--- config.mk ---
export PLATFORM = sky130hd
export DESIGN_NAME = gen_fifo_wptr_full_flat
export DESIGN_NICKNAME = d
export VERILOG_FILES = /design/src/rtl/gen_fifo_wptr_full_if.sv /design/src/rtl/gen_fifo_wptr_full.sv /design/src/flat_wrapper.sv
export SDC_FILE = /design/constraint.sdc
export NUM_CORES = 1
export LEC_CHECK = 0
export ABC_AREA = 1
export CORE_ASPECT_RATIO = 1.75
export CORE_MARGIN = 10
export CORE_UTILIZATION = 44
export DETAILED_ROUTE_END_ITERATION = 10
export PLACE_DENSITY = 0.7
export SLEW_MARGIN = 30
export SYNTH_ARGS = -nofsm -noshare
export SYNTH_HDL_FRONTEND = slang
export SYNTH_SLANG_ARGS = --single-unit
--- constraint.sdc ---
create_clock -name clk -period 2 [get_ports clk]
set_input_delay 0.4 -clock clk [delete_from_list [all_inputs] [get_ports clk]]
set_output_delay 0.4 -clock clk [all_outputs]
set_load 0.01 [all_outputs]
--- src/rtl/gen_fifo_wptr_full_if.sv ---
// Write-side bus of the async FIFO write-pointer block: producer handshake,
// read-domain gray pointer in, and the write strobe/address/pointer/status out.
interface gen_fifo_wptr_full_if #(
  parameter int ADDR_WIDTH = 4
);
  logic                  wr_req;
  logic [ADDR_WIDTH:0]   rd_gptr_async;
  logic                  ovf_clr;
  logic                  wr_en;
  logic [ADDR_WIDTH-1:0] waddr;
  logic [ADDR_WIDTH:0]   wptr_gray;
  logic                  full;
  logic                  almost_full;
  logic                  ovf_err;

  modport master (
    output wr_req,
    output rd_gptr_async,
    output ovf_clr,
    input  wr_en,
    input  waddr,
    input  wptr_gray,
    input  full,
    input  almost_full,
    input  ovf_err
  );

  modport slave (
    input  wr_req,
    input  rd_gptr_async,
    input  ovf_clr,
    output wr_en,
    output waddr,
    output wptr_gray,
    output full,
    output almost_full,
    output ovf_err
  );
endinterface

--- src/rtl/gen_fifo_wptr_full.sv ---
// Async FIFO write side: binary/gray write pointer, read-pointer synchroniser,
// registered full / almost-full, and sticky overflow flag.
module gen_fifo_wptr_full #(
  parameter int ADDR_WIDTH  = 4,
  parameter int SYNC_STAGES = 2,
  parameter int AF_THRESH   = 12
) (
  input  logic                  clk,
  input  logic                  rst_n,
  gen_fifo_wptr_full_if.slave   bus
);
  localparam int AW = ADDR_WIDTH;
  localparam logic [AW:0] AF_T = (AW+1)'(AF_THRESH);

  logic [AW:0] r_wbin;
  logic [AW:0] r_wgray;
  logic [AW:0] r_sync [SYNC_STAGES];
  logic        r_full;
  logic        r_af;
  logic        r_ovf;

  logic        w_wr_en;
  logic [AW:0] w_wbin_nxt;
  logic [AW:0] w_gray_nxt;
  logic [AW:0] w_rq_gray;
  logic [AW:0] w_rq_bin;
  logic [AW:0] w_level_nxt;
  logic        w_full_nxt;
  logic        w_af_nxt;

  // rst_n gates the strobe so no RAM write can slip through while reset is held.
  assign w_wr_en    = bus.wr_req & ~r_full & rst_n;
  assign w_wbin_nxt = r_wbin + {{AW{1'b0}}, w_wr_en};
  assign w_gray_nxt = w_wbin_nxt ^ (w_wbin_nxt >> 1);

  assign w_rq_gray  = r_sync[SYNC_STAGES-1];

  always_comb begin
    w_rq_bin     = '0;
    w_rq_bin[AW] = w_rq_gray[AW];
    for (int unsigned i = 0; i < AW; i++) begin
      w_rq_bin[AW-1-i] = w_rq_bin[AW-i] ^ w_rq_gray[AW-1-i];
    end
  end

  // Full when the write pointer has lapped the read pointer by exactly one depth.
  assign w_full_nxt  = (w_gray_nxt == {~w_rq_gray[AW:AW-1], w_rq_gray[AW-2:0]});
  assign w_level_nxt = w_wbin_nxt - w_rq_bin;
  assign w_af_nxt    = (w_level_nxt >= AF_T);

  always_ff @(posedge clk or negedge rst_n) begin
    if (!rst_n) begin
      for (int unsigned i = 0; i < SYNC_STAGES; i++) begin
        r_sync[i] <= '0;
      end
    end else begin
      r_sync[0] <= bus.rd_gptr_async;
      for (int unsigned i = 1; i < SYNC_STAGES; i++) begin
        r_sync[i] <= r_sync[i-1];
      end
    end
  end

  always_ff @(posedge clk or negedge rst_n) begin
    if (!rst_n) begin
      r_wbin  <= '0;
      r_wgray <= '0;
      r_full  <= 1'b0;
      r_af    <= 1'b0;
    end else begin
      r_wbin  <= w_wbin_nxt;
      r_wgray <= w_gray_nxt;
      r_full  <= w_full_nxt;
      r_af    <= w_af_nxt;
    end
  end

  // Set has priority over clear so a same-cycle overflow is never lost.
  always_ff @(posedge clk or negedge rst_n) begin
    if (!rst_n) begin
      r_ovf <= 1'b0;
    end else if (bus.wr_req && r_full) begin
      r_ovf <= 1'b1;
    end else if (bus.ovf_clr) begin
      r_ovf <= 1'b0;
    end
  end

  assign bus.wr_en       = w_wr_en;
  assign bus.waddr       = r_wbin[AW-1:0];
  assign bus.wptr_gray   = r_wgray;
  assign bus.full        = r_full;
  assign bus.almost_full = r_af;
  assign bus.ovf_err     = r_ovf;
endmodule

--- src/flat_wrapper.sv ---
// flat-port wrapper written by rule: the top's interface ports become plain ports
module gen_fifo_wptr_full_flat 
#(
  parameter int ADDR_WIDTH  = 4,
  parameter int SYNC_STAGES = 2,
  parameter int AF_THRESH   = 12
)
  (clk, rst_n, bus_wr_req, bus_rd_gptr_async, bus_ovf_clr, bus_wr_en, bus_waddr, bus_wptr_gray, bus_full, bus_almost_full, bus_ovf_err);
  gen_fifo_wptr_full_if #(.ADDR_WIDTH(ADDR_WIDTH)) bus_i ();
  input  logic clk;
  input  logic rst_n;
  input wire logic [$bits(bus_i.wr_req)-1:0] bus_wr_req;
  input wire logic [$bits(bus_i.rd_gptr_async)-1:0] bus_rd_gptr_async;
  input wire logic [$bits(bus_i.ovf_clr)-1:0] bus_ovf_clr;
  output wire logic [$bits(bus_i.wr_en)-1:0] bus_wr_en;
  output wire logic [$bits(bus_i.waddr)-1:0] bus_waddr;
  output wire logic [$bits(bus_i.wptr_gray)-1:0] bus_wptr_gray;
  output wire logic [$bits(bus_i.full)-1:0] bus_full;
  output wire logic [$bits(bus_i.almost_full)-1:0] bus_almost_full;
  output wire logic [$bits(bus_i.ovf_err)-1:0] bus_ovf_err;
  assign bus_i.wr_req = bus_wr_req;
  assign bus_i.rd_gptr_async = bus_rd_gptr_async;
  assign bus_i.ovf_clr = bus_ovf_clr;
  assign bus_wr_en = bus_i.wr_en;
  assign bus_waddr = bus_i.waddr;
  assign bus_wptr_gray = bus_i.wptr_gray;
  assign bus_full = bus_i.full;
  assign bus_almost_full = bus_i.almost_full;
  assign bus_ovf_err = bus_i.ovf_err;
  gen_fifo_wptr_full #(.ADDR_WIDTH(ADDR_WIDTH), .SYNC_STAGES(SYNC_STAGES), .AF_THRESH(AF_THRESH)) u_core (.clk(clk), .rst_n(rst_n), .bus(bus_i));
endmodule
### Word-level counts from Yosys, hierarchy flattened

Index checks and enable logic that the tools add are counted.

| word-level totals | value |
|---|---|
| register bits | 23 |
| output and inout port bits | 13 |
| logic and storage cells | 24 |

| operators by class | value |
|---|---|
| $add $sub $neg | 2 |
| $lt $le $gt $ge | 1 |
| equal/unequal tests | 1 |
| multiplexer cells | 2 |
| bitwise operators | 9 |
| reduce and logical (&&, ||, !) cells | 2 |

Operators by type and width:

| kind | number |
|---|---|
| 5-bit by 1-bit adder with 5-bit output | 1 |
| 5-bit equality test | 1 |
| 5-bit by 4-bit greater-or-equal comparator with 1-bit output, second input constant | 1 |
| 5-bit subtractor | 1 |
| 5-bit by 4-bit XOR with 5-bit output | 1 |
| 1-bit XOR | 4 |
| 1-bit bitwise AND | 2 |
| 1-bit two-way mux | 2 |
| 2-bit NOT | 1 |
| 2-bit nonzero test | 1 |
| 1-bit logical AND | 1 |
| 1-bit NOT | 1 |

### Depth between registers and ports, before layout

| depth | value |
|---|---|
| word-level depth | 6 |
| gate-level depth with buffers | 19 |

### Worst setup path before layout

No wires, ideal clock.

| path | value |
|---|---|
| path type | register to register |
| start point | reg u_core.r_full (netlist: u_core.bus.full) |
| end point | reg u_core.r_af (netlist: u_core.bus.almost_full) |
| setup time | 0.117 ns |
| arrival | 2.076 ns |
| path slack | -0.193 ns |
| cell stages (with the launch flop) | 16 |
| path buffers | 0 |
| period minus slack after synthesis | 2.193 ns |
| cells stage by stage | dfrtp_1 nor2_1 ha_1 ha_1 inv_1 nand2_1 and2_1 inv_2 ha_1 inv_1 nor2_1 nand3_1 nand2_1 nand2_1 nand3_1 nand2_1 |

| on the way | value |
|---|---|
| cells in the longest elaborated chain, start to end | 6 |

RTL lines:

| item | line | text |
|---|---|---|
| from (decl) | gen_fifo_wptr_full.sv:18 | `logic r_full;` |
| from (signal assigned) | gen_fifo_wptr_full.sv:73 | `r_full <= w_full_nxt;` |
| 1-bit NOT | gen_fifo_wptr_full.sv:32 | `assign w_wr_en = bus.wr_req & ~r_full & rst_n;` |
| 1-bit bitwise AND (2 in series) | gen_fifo_wptr_full.sv:32 |  |
| net bus_wr_en | flat_wrapper.sv:15 | `output wire logic [$bits(bus_i.wr_en)-1:0] bus_wr_en;` |
| 5-bit by 1-bit adder with 5-bit output | gen_fifo_wptr_full.sv:33 | `assign w_wbin_nxt = r_wbin + {{AW{1'b0}}, w_wr_en};` |
| net u_core.w_wbin_nxt[2] | gen_fifo_wptr_full.sv:23 | `logic [AW:0] w_wbin_nxt;` |
| 5-bit subtractor | gen_fifo_wptr_full.sv:48 | `assign w_level_nxt = w_wbin_nxt - w_rq_bin;` |
| 5-bit by 4-bit greater-or-equal comparator with 1-bit output | gen_fifo_wptr_full.sv:49 | `assign w_af_nxt = (w_level_nxt >= AF_T);` |
| net u_core.w_af_nxt | gen_fifo_wptr_full.sv:29 | `logic w_af_nxt;` |
| to (signal assigned) | gen_fifo_wptr_full.sv:74 | `r_af <= w_af_nxt;` |
| to (decl) | gen_fifo_wptr_full.sv:19 | `logic r_af;` |

The timed path passes the listed nets, and every way through them passes these cells.
A chain may end at the register's enable or synchronous reset.

### Worst setup path after layout

| path | value |
|---|---|
| start point | reg u_core.r_sync, in the netlist u_core.w_rq_gray[4] |
| end point | reg u_core.r_af (netlist: u_core.bus.almost_full) |

| on the way | value |
|---|---|
| cells in the longest elaborated chain, start to end | 6 |

RTL lines:

| item | line | text |
|---|---|---|
| from (decl) | gen_fifo_wptr_full.sv:17 | `logic [AW:0] r_sync [SYNC_STAGES];` |
| from (signal, indexed assignment) | gen_fifo_wptr_full.sv:59 | `r_sync[i] <= r_sync[i-1];` |
| 1-bit XOR (4 in series) | gen_fifo_wptr_full.sv:42 | `w_rq_bin[AW-1-i] = w_rq_bin[AW-i] ^ w_rq_gray[AW-1-i];` |
| 5-bit subtractor (*) | gen_fifo_wptr_full.sv:48 |  |
| 5-bit by 4-bit greater-or-equal comparator with 1-bit output (*) | gen_fifo_wptr_full.sv:49 |  |
| net u_core.w_af_nxt | gen_fifo_wptr_full.sv:29 |  |

Mark *: on every way through the listed nets, which the timed path passes. The rest lies on a longest branch.

==> flow_summary.json <==
{
  "io_buffers": 21,
  "seq_area_frac_synth_pct": 53.5,
  "cap_violations": 0,
  "p_leak_uw": 0.000805,
  "n_antenna_cell": 0,
  "n_fill_cell": 157,
  "route.met2.wl_mm": 1.47,
  "end_kind": "register",
  "synth_mux_area_share_pct": 0,
  "fin_total_pwr_uw": 2690,
  "finalNetCount": 167,
  "clk_pin_slew_ns": 0.08,
  "postRouteAntennaNets": 0,
  "path_class": "reg2reg",
  "place_ws_ns": -0.616,
  "initial_utilization_pct": 45.2,
  "synth_top_family_by_area": "simple AND/OR/NAND/NOR gates",
  "fin_crit_sh_pct": 98.2,
  "grt_start_max_net_pins": 23,
  "dr_total_vias": 840,
  "drc": 0,
  "cts_tree": "built",
  "worstMarginPinSlew_ns": 0.269,
  "syn_nets": 120,
  "wl_mm": 2.44,
  "clock_path_buffers": 2,
  "start_kind": "register",
  "drtIter0Drc": 18,
  "grt_pass1_vias": 922,
  "syn_area_per_cell_um2": 9.80,
  "rr_endpoint": "u_core.bus.almost_full$_DFF_PN0_",
  "ys_types": 15,
  "maxSlewHeadroom_pct": 82.0,
  "slew_viol_final": 0,
  "clockPowerShare_pct": 15.5,
  "hp-class": "in2async",
  "power-per-cell-area_nw_per_um2": 1620,
  "p_int_uw": 1720,
  "synth_compound_area_share_pct": 0.973,
  "root_buffer": "clkbuf_8",
  "cp_data_required_time_ns": 2.16,
  "place_congestion": 0.812,
  "regArea_um2": 551,
  "ir_drop_v": 0.00107,
  "fmax_mhz": 509,
  "final_hold_viol_count": 0,
  "timing.rr.start": "u_core.w_rq_gray[4]$_DFF_PN0_",
  "grt_pass1_wl_mm": 4.07,
  "ys_warn_count": 0,
  "cts_buffers": 3,
  "status": "complete, no violations",
  "h-tree-depth": 1,
  "vias_per_cell": 4.77,
  "pin_count": 22,
  "die_y_um": 84.0,
  "crit_end": "u_core.bus.almost_full$_DFF_PN0_",
  "finalWorstSetupSlack_ns": 0.0359,
  "cts_hold_buffers": 0,
  "setup_viol": 0,
  "first_pass_iters": 4,
  "layout-drive-gt1-share_pct": 41.1,
  "rows": 23,
  "synth-xor-area-share_pct": 13.3,
  "area_growth_pct": 61.2,
  "skew_ns": 0.00358,
  "die-area_um2": 4750,
  "cts.sinks": 22,
  "multi_input_area_um2": 573,
  "finalCriticalPeriod_ns": 1.96,
  "die_width_um": 56.5,
  "stdcell_count": 176,
  "rsz0062_at_grt": "yes",
  "crit_fanout": 3,
  "switchingPower_uw": 969,
  "grtUsageTotal_pct": 10.9,
  "antenna_found_initial": 0,
  "ys_seq_elements": 22,
  "clkLatencyLatePin_ns": 0.27,
  "m1WireLength_um": 768,
  "power_frac_seq_pct": 25.1,
  "worstPathArrival_ns": 2.13,
  "synth-simple-area-share_pct": 18.0,
  "critPathLaunch": "u_core.w_rq_gray[4]$_DFF_PN0_",
  "design.core.area_um2": 2270,
  "dp_cells": 168,
  "overflow": 0,
  "rr_worst_depth": 19,
  "synth_adder_area_share_pct": 7.30,
  "wl_per_cell_um": 13.9,
  "p_comb_share_pct": 59.4,
  "utilization_pct": 72.9,
  "top_layer": "met4",
  "ff2ff_setup_slack_ns": 0.04,
  "netlist_area_um2": 1030,
  "wl_met3_um": 121,
  "synthCells": 105,
  "detailed_place_hpwl_mm": 1.80,
  "switching_share_pct": 36.0
}
==> stage by stage <==
step / area, um^2 / TNS, ns / hold slack, ns
3_3_place_gp: 1460 / -1.94 / 0.334
6_report: 1660 / 0 / 0.134
2_1_floorplan: 1090 / 0 / 0.104
4_1_cts: 1570 / 0 / 0.271
5_1_grt: 1660 / -0.145 / 0.156
3_5_place_dp: 1460 / -2.20 / 0.338
==> flip-flops by register name, summed over array words and instances, names as in the netlist <==
name	count
u_core.r_wbin	5
u_core.bus.full	1
u_core.bus.ovf_err	1
u_core.r_sync	5
u_core.w_rq_gray	5
u_core.bus.almost_full	1
u_core.bus.wptr_gray	4
==> power groups by stage <==
stage | registers [uW] | logic (uW) | clock network, uW
floorplan | 733 | 682 | 0
global placement | 673 | 1360 | 0
detailed placement | 682 | 1410 | 0
CTS | 677 | 1470 | 423
global route | 697 | 1760 | 441
finish | 676 | 1600 | 417
==> cell type report <==
cell class / instances / share of cell area, %
multi-input cells: 64 / 34.6
flip-flops and latches: 22 / 33.2
repair buffers: 42 / 21.6
inverters: 19 / 4.45
clock buffers: 3 / 2.49
well taps: 25 / 1.89
clock inverters: 1 / 1.81
==> cell usage in the layout, fill, tap and decap left out <==
cell type / count
xor2_4: 1
nor2_2: 1
o21ai_0: 1
inv_1: 11
a21oi_2: 1
ha_4: 5
buf_4: 21
xnor2_4: 1
inv_4: 1
xnor2_1: 1
nand3_1: 8
xor2_2: 1
bufinv_16: 1
nand3_4: 2
nand3_2: 3
nand2_2: 9
clkdlybuf4s50_1: 19
ha_1: 1
xnor2_2: 1
and2_4: 1
nor2_1: 4
nand2_1: 14
dfrtp_1: 22
clkbuf_2: 2
inv_2: 7
nor2_4: 1
xor2_1: 8
clkbuf_8: 3
==> cell families (layout without fill, tap and decap cells) <==
group / Yosys count / in the layout
and+or+nand+nor: 43 / 43
DFF: 22 / 22
buffers and inverters: 19 / 65
xor gates and xnor gates: 13 / 13
adders and majority gates: 6 / 6
AOI/OAI and AO/OA: 2 / 2
==> Yosys cell counts <==
master | n | area (um^2)
ha_1 | 6 | 75.1
xnor2_1 | 1 | 8.76
xor2_1 | 9 | 78.8
o21ai_0 | 1 | 5.00
xnor2_2 | 2 | 32.5
inv_1 | 18 | 67.6
nor2_1 | 6 | 22.5
nand3_2 | 1 | 10.0
nand2_1 | 23 | 86.3
dfrtp_1 | 22 | 551
nand3_1 | 12 | 60.1
inv_2 | 1 | 3.75
a21oi_1 | 1 | 5.00
xor2_2 | 1 | 16.3
and2_1 | 1 | 6.26
==> worst min path at each step <==
stage	startpoint	endpoint	slack, ns	depth (start not counted)
2_1_floorplan	rst_n	u_core.bus.almost_full$_DFF_PN0_	0.10	0
3_3_place_gp	u_core.r_sync[7]$_DFF_PN0_	u_core.w_rq_gray[2]$_DFF_PN0_	0.33	0
3_5_place_dp	u_core.r_sync[7]$_DFF_PN0_	u_core.w_rq_gray[2]$_DFF_PN0_	0.34	0
4_1_cts	rst_n	u_core.r_sync[7]$_DFF_PN0_	0.27	2
5_1_grt	rst_n	u_core.r_sync[9]$_DFF_PN0_	0.16	2
6_report	rst_n	u_core.r_sync[7]$_DFF_PN0_	0.13	2
==> what timing repair did <==
item / in CTS / in global routing
setup endpoints to repair: 4 / 2
gates resized for setup: 10 / 23
pin swaps: 3 / 13
buffers inserted: 1 / 3
cloned: 0 / 0
==> worst max-delay path, stage by stage, from the launching register on <==
cell	delay [ns]
dfrtp_1	0.42
inv_2	0.10
nand2_2	0.08
nand3_4	0.09
nand2_2	0.06
nand2_2	0.07
nand2_2	0.06
xor2_1	0.15
inv_1	0.09
ha_4	0.16
inv_2	0.05
ha_4	0.15
inv_2	0.04
nand2_2	0.05
nand2_2	0.07
nand2_1	0.04
nand2_1	0.06
nand2_1	0.04
inv_1	0.05
nand2_1	0.04
==> per-layer routing <==
| metal | GRT usage [%] | vias to the layer above |
|---|---|---|
| li1 | - | 411 |
| met5 | 0 | - |
| met2 | 19.0 | 21 |
| met1 | 9.86 | 401 |
| met4 | 7.69 | 0 |
| met3 | 3.81 | 7 |
(Power assumes the default switching activity.)
